### src/rtl/div_unit_if.sv
// rtl/div_unit_if.sv - control-unit <-> divider operand/result bundle
// Purpose: groups the divider's operands, request line and results.
// Signals:
//   a, b     dividend / divisor (two's complement), sampled at start
//   divCtrl  level-held request from the control unit
//   hi, lo   remainder / quotient (registered in the divider)
//   done     one-cycle completion pulse
//   divZero  divisor was zero (sticky until next start)
// Modports: master = control unit side, slave = divider side.
interface div_unit_if #(
  parameter int DATA_W = 32
);
  logic [DATA_W-1:0] a;
  logic [DATA_W-1:0] b;
  logic              divCtrl;
  logic [DATA_W-1:0] hi;
  logic [DATA_W-1:0] lo;
  logic              done;
  logic              divZero;

  modport master (
    output a, b, divCtrl,
    input  hi, lo, done, divZero
  );

  modport slave (
    input  a, b, divCtrl,
    output hi, lo, done, divZero
  );
endinterface

### src/rtl/div_unit.sv
// rtl/div_unit.sv - sequential signed restoring divider (DIV semantics)
// Purpose: one restoring-division step per clock on operand magnitudes,
//   then sign fix-up; quotient to lo, remainder to hi, divide-by-zero flag.
// Ports:
//   clock  system clock, all state on posedge
//   reset  synchronous, active-high
//   bus    div_unit_if.slave: a, b, divCtrl in; hi, lo, done, divZero out
module div_unit #(
  parameter int DATA_W = 32
) (
  input  logic       clock,
  input  logic       reset,
  div_unit_if.slave  bus
);
  localparam int CNT_W = $clog2(DATA_W + 1);

  typedef enum logic [1:0] {IDLE, CALC, SIGN, HOLD} state_t;

  state_t            state_q;
  logic [DATA_W-1:0] acc_q;
  logic [DATA_W-1:0] quo_q;
  logic [DATA_W-1:0] bmag_q;
  logic              sign_quo_q;
  logic              sign_rem_q;
  logic [CNT_W-1:0]  count_q;
  logic [DATA_W-1:0] hi_q;
  logic [DATA_W-1:0] lo_q;
  logic              done_q;
  logic              div_zero_q;

  logic [DATA_W-1:0] abs_a;
  logic [DATA_W-1:0] abs_b;
  logic [DATA_W:0]   shifted;
  logic [DATA_W:0]   trial;
  logic [DATA_W-1:0] acc_d;
  logic [DATA_W-1:0] quo_d;

  always_comb begin
    // |0x80..0| stays 0x80..0, which is the correct unsigned magnitude.
    abs_a   = bus.a[DATA_W-1] ? -bus.a : bus.a;
    abs_b   = bus.b[DATA_W-1] ? -bus.b : bus.b;
    // {acc,q} shifted left; acc < |b| so the shifted value fits DATA_W+1 bits.
    shifted = {acc_q, quo_q[DATA_W-1]};
    trial   = shifted - {1'b0, bmag_q};
    acc_d   = shifted[DATA_W-1:0];
    quo_d   = {quo_q[DATA_W-2:0], 1'b0};
    if (!trial[DATA_W]) begin
      acc_d = trial[DATA_W-1:0];
      quo_d = {quo_q[DATA_W-2:0], 1'b1};
    end
  end

  always_ff @(posedge clock) begin
    if (reset) begin
      state_q    <= IDLE;
      acc_q      <= '0;
      quo_q      <= '0;
      bmag_q     <= '0;
      sign_quo_q <= 1'b0;
      sign_rem_q <= 1'b0;
      count_q    <= '0;
      hi_q       <= '0;
      lo_q       <= '0;
      done_q     <= 1'b0;
      div_zero_q <= 1'b0;
    end else begin
      case (state_q)
        IDLE: begin
          done_q <= 1'b0;
          if (bus.divCtrl) begin
            sign_quo_q <= bus.a[DATA_W-1] ^ bus.b[DATA_W-1];
            sign_rem_q <= bus.a[DATA_W-1];
            quo_q      <= abs_a;
            bmag_q     <= abs_b;
            acc_q      <= '0;
            count_q    <= CNT_W'(DATA_W);
            if (bus.b == '0) begin
              div_zero_q <= 1'b1;
              done_q     <= 1'b1;
              state_q    <= HOLD;
            end else begin
              div_zero_q <= 1'b0;
              state_q    <= CALC;
            end
          end
        end
        CALC: begin
          acc_q   <= acc_d;
          quo_q   <= quo_d;
          count_q <= count_q - CNT_W'(1);
          if (count_q == CNT_W'(1)) begin
            state_q <= SIGN;
          end
        end
        SIGN: begin
          lo_q    <= sign_quo_q ? -quo_q : quo_q;
          hi_q    <= sign_rem_q ? -acc_q : acc_q;
          done_q  <= 1'b1;
          state_q <= HOLD;
        end
        HOLD: begin
          // Wait for the request to be released so a held line cannot restart.
          done_q <= 1'b0;
          if (!bus.divCtrl) begin
            state_q <= IDLE;
          end
        end
        default: state_q <= IDLE;
      endcase
    end
  end

  assign bus.hi      = hi_q;
  assign bus.lo      = lo_q;
  assign bus.done    = done_q;
  assign bus.divZero = div_zero_q;
endmodule

### src/flat_wrapper.sv
// flat-port wrapper written by rule: the top's interface ports become plain ports
module div_unit_flat 
#(
  parameter int DATA_W = 32
)
  (clock, reset, bus_a, bus_b, bus_divCtrl, bus_hi, bus_lo, bus_done, bus_divZero);
  div_unit_if #(.DATA_W(DATA_W)) bus_i ();
  input  logic clock;
  input  logic reset;
  input wire logic [$bits(bus_i.a)-1:0] bus_a;
  input wire logic [$bits(bus_i.b)-1:0] bus_b;
  input wire logic [$bits(bus_i.divCtrl)-1:0] bus_divCtrl;
  output wire logic [$bits(bus_i.hi)-1:0] bus_hi;
  output wire logic [$bits(bus_i.lo)-1:0] bus_lo;
  output wire logic [$bits(bus_i.done)-1:0] bus_done;
  output wire logic [$bits(bus_i.divZero)-1:0] bus_divZero;
  assign bus_i.a = bus_a;
  assign bus_i.b = bus_b;
  assign bus_i.divCtrl = bus_divCtrl;
  assign bus_hi = bus_i.hi;
  assign bus_lo = bus_i.lo;
  assign bus_done = bus_i.done;
  assign bus_divZero = bus_i.divZero;
  div_unit #(.DATA_W(DATA_W)) u_core (.clock(clock), .reset(reset), .bus(bus_i));
endmodule
### config.mk
export PLATFORM = sky130hd
export DESIGN_NAME = div_unit_flat
export DESIGN_NICKNAME = d
export VERILOG_FILES = /design/src/rtl/div_unit_if.sv /design/src/rtl/div_unit.sv /design/src/flat_wrapper.sv
export SDC_FILE = /design/constraint.sdc
export NUM_CORES = 1
export LEC_CHECK = 0
export ABC_AREA = 1
export BUFFER_PORTS_ARGS = -buffer_cell sky130_fd_sc_hd__buf_2
export CAP_MARGIN = 10
export CORE_UTILIZATION = 50
export CTS_BUF_LIST = sky130_fd_sc_hd__clkbuf_8
export DETAILED_ROUTE_END_ITERATION = 6
export PLACE_DENSITY = 0.72
export SYNTH_ARGS = -nofsm -noshare
export SYNTH_HDL_FRONTEND = slang
export SYNTH_SLANG_ARGS = --single-unit
### constraint.sdc
create_clock -name clock -period 2.1 [get_ports clock]
set_input_delay 0.525 -clock clock [delete_from_list [all_inputs] [get_ports clock]]
set_output_delay 0.525 -clock clock [all_outputs]
set_load 0.005 [all_outputs]
==> reports/qor.txt, run 1 <==
Layout cell share with drive strength beyond 1: 0.248
MaxCap Viol Count: 0
# diodes: 0
Synth top area share: 0.266
R2R Path Start: u_core.quo_q[31]
CP dominant cell by count: nand2_2
Clock root buffer: clkbuf_8
Core ar.: 25300 um2
Flop pwr share: 0.291
Yosys Warn Count: 0
RSZ-0062 raised after global routing: true
Most frequent cells in the layout: 519 x nand2_1, 313 x inv_1, 221 x nor2_1
Vias in the first global route: 13200
Clk_lat worst skew: 500 ps
Area grow syn2layout: 28.5%
Synthesized area: 12900 um2
F_max: 454 MHz
GRT overflow: 0
# IOs: 133
Max_slew headroom: 0.592
Hold Path Class: input port to register
Initial antenna violation count: 0
CP Launch Type: register
First-pass GRT wire length: 69.1 mm
Peak fanout along the critical path: 7
Num CTS Buffers: 17
TritonCTS clock tree: done
Reg2reg end: u_core.acc_q[10]
Leakage Power: 0.00860 uW
Height of the die: 163 um
Worst Setup End Kind: register
Crit share post-route: 1.05
# hold bufs at CTS: 0
Ys flop type: dfxtp_1
Routability cong.: 0.977
Initial Util: 0.512
Worst setup endpoint: u_core.acc_q[10]
DR vias/cell: 5.31
Drt first pass iters: 6
Largest net degree at the start of global routing: 59
Most common cell after layout, fill and taps aside: nand2_1
Number of synthesized flops with an enable pin: 0
Deepest clock path buffer count: 2
Net Sw Power: 6460 uW
Buffers on Ports: 132
Total track usage: 0.335
Place WS: -255 ps
Net Count, Synth: 2223
Post-synthesis sequential area ratio: 0.266
Worst Path Buf+Inv: 3
Final Hold Vio Count: 0
Dpl cells: 2717
Power density over cell area: 851 nW/um2
Post-synthesis instance total: 2112
# rows: 58
DR vias: 14700
H-tree levels: 4
Required @ worst endpoint: 2470 ps
Netlist cell types: 50
Crit path from: u_core.quo_q[31]
Final Setup Violations: 32
Status: finished with violations
Crit path kind: register to register
Peak supply drop: 0.510 mV
Final wirelength: 44.7 mm
Worst path depth: 18
WHS: 344 ps
Clk_skew: 29.8 ps
Worst stage delay on the critical path: 350 ps
Async SR Flop Fraction: 0
Final core occ: 0.658
Slowest CP cell: dfxtp_2
Crit path DAT: 2570 ps
Sw Share: 0.457
Worst R2R Path Depth: 18
Clock-pin slew on the worst setup and hold paths: 110 ps
Worst R2R Setup Slack: -100 ps
Combinational cell fraction of total power: 0.531
Synth Register Bits: 172
Least-Margin Pin Slew: 610 ps
Top post-synthesis cells by area: dfxtp_1 27%, nand2_1 16%, inv_1 9.4%, nor2_1 6.7%, nand3_1 5.8%
Syn Area/Cell: 6.12 um2
Slew Viols, Final: 0
Failing checks: setup timing
Starting DRT DRC Count: 1363
Antenna Violating Nets Remaining: 0
Layout Nets: 2535
Post-route DRC violation count: 0
Routed len/inst: 16.1 um
Clock Sinks: 172
Setup WS post-layout: -105 ps
Worst path top cell family by delay: simple AND/OR/NAND/NOR gates
CP Cell Sequence: inv_2 -> ha_4 -> fa_2 -> inv_2 -> nand2_2 -> nand2_2 -> nand3_2 -> nand2_2 -> nand2_2 -> nand2_4 -> nand2_4 -> nand2_4 -> nand2_8 -> nand2_8 -> buf_12 -> nand2_1 -> nand3_1 -> a21oi_2
Die Wd: 163 um
Clock share of power: 0.178
Area leader, netlist: dfxtp_1
Die ar.: 26500 um2
Internal cell power: 7680 uW
Fin cells: 2767
Min cycle time layout: 2200 ps
DPL Wire Length: 34.5 mm
-- flip-flops by register name, summed over array words and instances (netlist names) --
signal	cells
u_core.bus.lo	32
u_core.bus.done	1
u_core.bus.hi	32
u_core.quo_q	32
u_core.acc_q	32
u_core.count_q	6
u_core.sign_rem_q	1
u_core.sign_quo_q	1
u_core.bmag_q	32
u_core.bus.divZero	1
u_core.state_q	2
-- metrics by stage --
stage               power (uW)  instance area [um2]  TNS (ps)
floorplan                 8220                12900      -725
global placement         10900                15500     -2700
detailed placement       11000                15500     -4820
CTS                      13900                16500     -2030
global route             15000                16600     -7060
finish                   14100                16600     -2240
-- worst register-to-register path, cell delays in order (launching register included) --
cell	delay [ps]
dfxtp_2	350
inv_2	50
ha_4	150
fa_2	340
inv_2	80
nand2_2	50
nand2_2	80
nand3_2	70
nand2_2	70
nand2_2	60
nand2_4	70
nand2_4	70
nand2_4	100
nand2_8	70
nand2_8	160
buf_12	160
nand2_1	60
nand3_1	80
a21oi_2	50
-- cells in the mapped netlist, types with 6 or more instances --
master      n
dfxtp_1   172
buf_1       9
buf_2       6
xor2_1     44
clkbuf_1   55
o21ai_0   101
nor2_2      7
o22ai_1    19
o221ai_1   23
nand3b_1   13
o21ai_1     8
inv_2      15
nand2_2    11
a31oi_1    25
nand3_1   150
or2_2       8
nor4_1      8
nand4_1    19
o211ai_1   23
xnor2_1    22
nor3_1     22
inv_1     323
ha_1       43
nand3_2    13
a21oi_1   131
nor2_1    231
nand2_1   544
a21oi_2    12
nand2_4    13
-- per-layer routing --
layer	track usage	share of wire
met3	0.0550	0.077
met2	0.528	0.44
met4	0.0964	0.025
met5	0	0
met1	0.468	0.46
-- worst min path at each step --
stage,cells after the start,startpoint,to
after floorplan,2,u_core.bmag_q[31],u_core.bmag_q[31]
after global placement,2,u_core.bus.done,u_core.bus.done
after detailed placement,2,u_core.bus.done,u_core.bus.done
after CTS,2,reset,u_core.quo_q[30]
after global routing,2,reset,u_core.count_q[1]
final,2,reset,u_core.quo_q[29]
-- power groups by stage --
stage                     registers (uW)  logic, uW  clock network, uW
final                               4120       7500               2520
after CTS                           4100       7240               2540
after floorplan                     4090       4130                  0
after detailed placement            4170       6810                  0
after global routing                4180       8180               2680
after global placement              4150       6750                  0
-- layout make-up --
class | count | area (um2)
repair buffers | 367 | 2630
fillers | 2390 | 8640
clock inverters | 15 | 174
well taps | 330 | 413
flip-flops and latches | 172 | 3450
multi-input cells | 1523 | 8420
clock buffers | 17 | 234
inverters | 343 | 1290
-- logic make-up (layout without fill, tap and decap cells) --
logic type	Yosys count	in the layout	share of synthesized area
XOR/XNOR	66	66	0.0447
AND/OR/NAND/NOR	1053	1053	0.358
adder cells (fa/ha/maj)	44	44	0.0432
flip-flops	172	172	0.266
AO/OA/AOI/OAI	360	360	0.163
buffers and inverters	417	742	0.125
-- timing repair --
item | CTS | global route
gates cloned | 1 | 0
hold endpoints to repair | 0 | 0
endpoints found under the setup margin | 44 | 64
setup buffers | 16 | 2
pin swaps | 22 | 12
resized for setup | 81 | 42
Note: power is estimated with default switching activity, not from simulation.
==> run 2, diff against run 1 <==
--- a/config.mk
+++ b/config.mk
@@ -11,7 +11,7 @@
 export CORE_UTILIZATION = 50
 export CTS_BUF_LIST = sky130_fd_sc_hd__clkbuf_8
 export DETAILED_ROUTE_END_ITERATION = 6
-export PLACE_DENSITY = 0.72
+export PLACE_DENSITY = 0.69
 export SYNTH_ARGS = -nofsm -noshare
 export SYNTH_HDL_FRONTEND = slang
 export SYNTH_SLANG_ARGS = --single-unit
==> constraint.sdc (replaced) <==
create_clock -name clock -period 2.85 [get_ports clock]
set_input_delay 0.7125 -clock clock [delete_from_list [all_inputs] [get_ports clock]]
set_output_delay 0.7125 -clock clock [all_outputs]
set_load 0.005 [all_outputs]
==> run 2 against run 1 <==
  * The flow now finishes without violations
  * Clock skew down 11 ps
  * Non-clock buffer count decreased by 206
  * Worst hold slack gained 120 ps
  * Utilization decreased by 8.9 points
  * Count of clock-buffer cells in the layout stayed put
  * Register-to-register slack improved by 310 ps
  * Final cell count down 7.4%
  * Setup slack gained 310 ps
  * Flip-flop and latch count stayed put
  * Total power shrank 34%
  * Global-route usage is 1.2 points lower
==> reports/qor.txt, run 2 (synthesized netlist as in run 1, its figures left out) <==
Slowest CP cell: fa_1
M1 wire length: 19.8 mm
Max_slew headroom: 0.459
Die ar.: 26500 um2
Placed cell areas: 13900 um2
H-tree levels: 4
CP Cell Sequence: inv_1 -> ha_1 -> fa_1 -> inv_1 -> nand2_1 -> nand2_1 -> nand3_2 -> nand2_2 -> nand2_2 -> nand2_4 -> nand2_4 -> nand3_4 -> buf_4 -> nand3_1 -> nand3_2 -> a21oi_2
Final wirelength: 42.6 mm
GRT overflow: 0
DPL Wire Length: 33.2 mm
Dpl cells: 2529
Combinational cell fraction of total power: 0.472
Post-CTS Setup Inserts: 0
Slew Viols, Final: 0
# diodes: 0
Routed len/inst: 16.6 um
Peak supply drop: 0.356 mV
Largest net degree at the start of global routing: 93
Clock Sinks: 172
Core ar.: 25300 um2
Height of the die: 163 um
Leakage Power: 0.00744 uW
DR vias: 13800
Worst R2R Path Depth: 16
Starting DRT DRC Count: 1168
Final Hold Vio Count: 0
Worst Setup End Kind: register
Worst Path Buf+Inv: 3
WHS: 466 ps
TritonCTS clock tree: done
Num CTS Buffers: 17
Initial Util: 0.512
Clk_skew: 18.4 ps
Top sig layer: met5
Fin cells: 2562
Post-route DRC violation count: 0
Area grow syn2layout: 11.2%
Hold Path Class: register to register
Clk_lat worst skew: 480 ps
MaxCap Viol Count: 0
Min cycle time layout: 2650 ps
Worst stage delay on the critical path: 420 ps
Crit path DAT: 3000 ps
Vias in the first global route: 12400
Worst path depth: 16
RSZ-0062 raised after global routing: true
Net Sw Power: 4480 uW
# hold bufs at CTS: 0
CP Launch Type: register
Worst hold stages: 2
Least-Margin Pin Slew: 810 ps
Sw Share: 0.483
Internal cell power: 4790 uW
Clock root buffer: clkbuf_8
Crit share post-route: 0.930
Peak fanout along the critical path: 18
Antenna Violating Nets Remaining: 0
Most frequent cells in the layout: 544 x nand2_1, 322 x inv_1, 230 x nor2_1
Routed wl met2: 18.7 mm
Crit path kind: register to register
Layout Nets: 2330
Final Setup Violations: 0
DR vias/cell: 5.40
Routability cong.: 0.984
# IOs: 133
Total track usage: 0.324
Clock-pin slew on the worst setup and hold paths: 110 ps
Deepest clock path buffer count: 2
Flop pwr share: 0.329
Worst path top cell family by delay: simple AND/OR/NAND/NOR gates
Status: complete, no violations
F_max: 377 MHz
Most common cell after layout, fill and taps aside: nand2_1
Die Wd: 163 um
Required @ worst endpoint: 3200 ps
Clock share of power: 0.199
Cts repair resizes: 0
Initial antenna violation count: 1
Fin area: 14400 um2
Drt first pass iters: 5
Buffers on Ports: 132
Power density over cell area: 645 nW/um2
First-pass GRT wire length: 66.8 mm
WL met3: 2.46 mm
Layout cell share with drive strength beyond 1: 0.129
# rows: 58
run 2: final cells by class:
| type | count | area (um2) |
|---|---|---|
| fill | 2564 | 10900 |
| clock buffer | 17 | 234 |
| clock inverter | 15 | 183 |
| inverter | 343 | 1290 |
| timing repair buffer | 161 | 906 |
| sequential | 172 | 3440 |
| multi-input combinational | 1524 | 7910 |
| tap | 330 | 413 |
run 2: tightest hold or removal path, delay by kind of cell, from the launching register on:
kind	cells	cell delay (ps)
DFF	1	330
and+or+nand+nor	1	50
AOI/OAI and AO/OA	1	50
run 2: per-layer routing:
| layer | up-vias | GRT usage |
|---|---|---|
| li1 | 6998 | - |
| met1 | 6275 | 0.449 |
| met2 | 478 | 0.503 |
| met3 | 75 | 0.0390 |
| met4 | 2 | 0.135 |
| met5 | - | 0 |
run 2: through the flow:
| step | setup WS, ps | TNS (ps) | power (uW) | util |
|---|---|---|---|---|
| finish | 201 | 0 | 9270 | 0.569 |
| global route | -21.5 | -21.5 | 9890 | 0.569 |
| CTS | 190 | 0 | 9210 | 0.569 |
| detailed placement | 212 | 0 | 7370 | 0.552 |
| global placement | 299 | 0 | 7350 | 0.552 |
| floorplan | 606 | 0 | 6040 | - |
run 2: worst paths after layout:
kind	from	endpoint	slack [ps]
worst max-delay path	u_core.quo_q[31]	u_core.acc_q[24]	200
worst min-delay path	u_core.bus.done	u_core.bus.done	470
worst max register to register	u_core.quo_q[31]	u_core.acc_q[24]	200
worst min register to register	u_core.bus.done	u_core.bus.done	470
run 2: power by group through the flow:
stage / combinational (uW) / sequential, uW / clock, uW
floorplan: 3030 / 3010 / 0
global route: 4840 / 3090 / 1960
finish: 4370 / 3050 / 1850
detailed placement: 4280 / 3090 / 0
CTS: 4300 / 3040 / 1870
global placement: 4260 / 3080 / 0
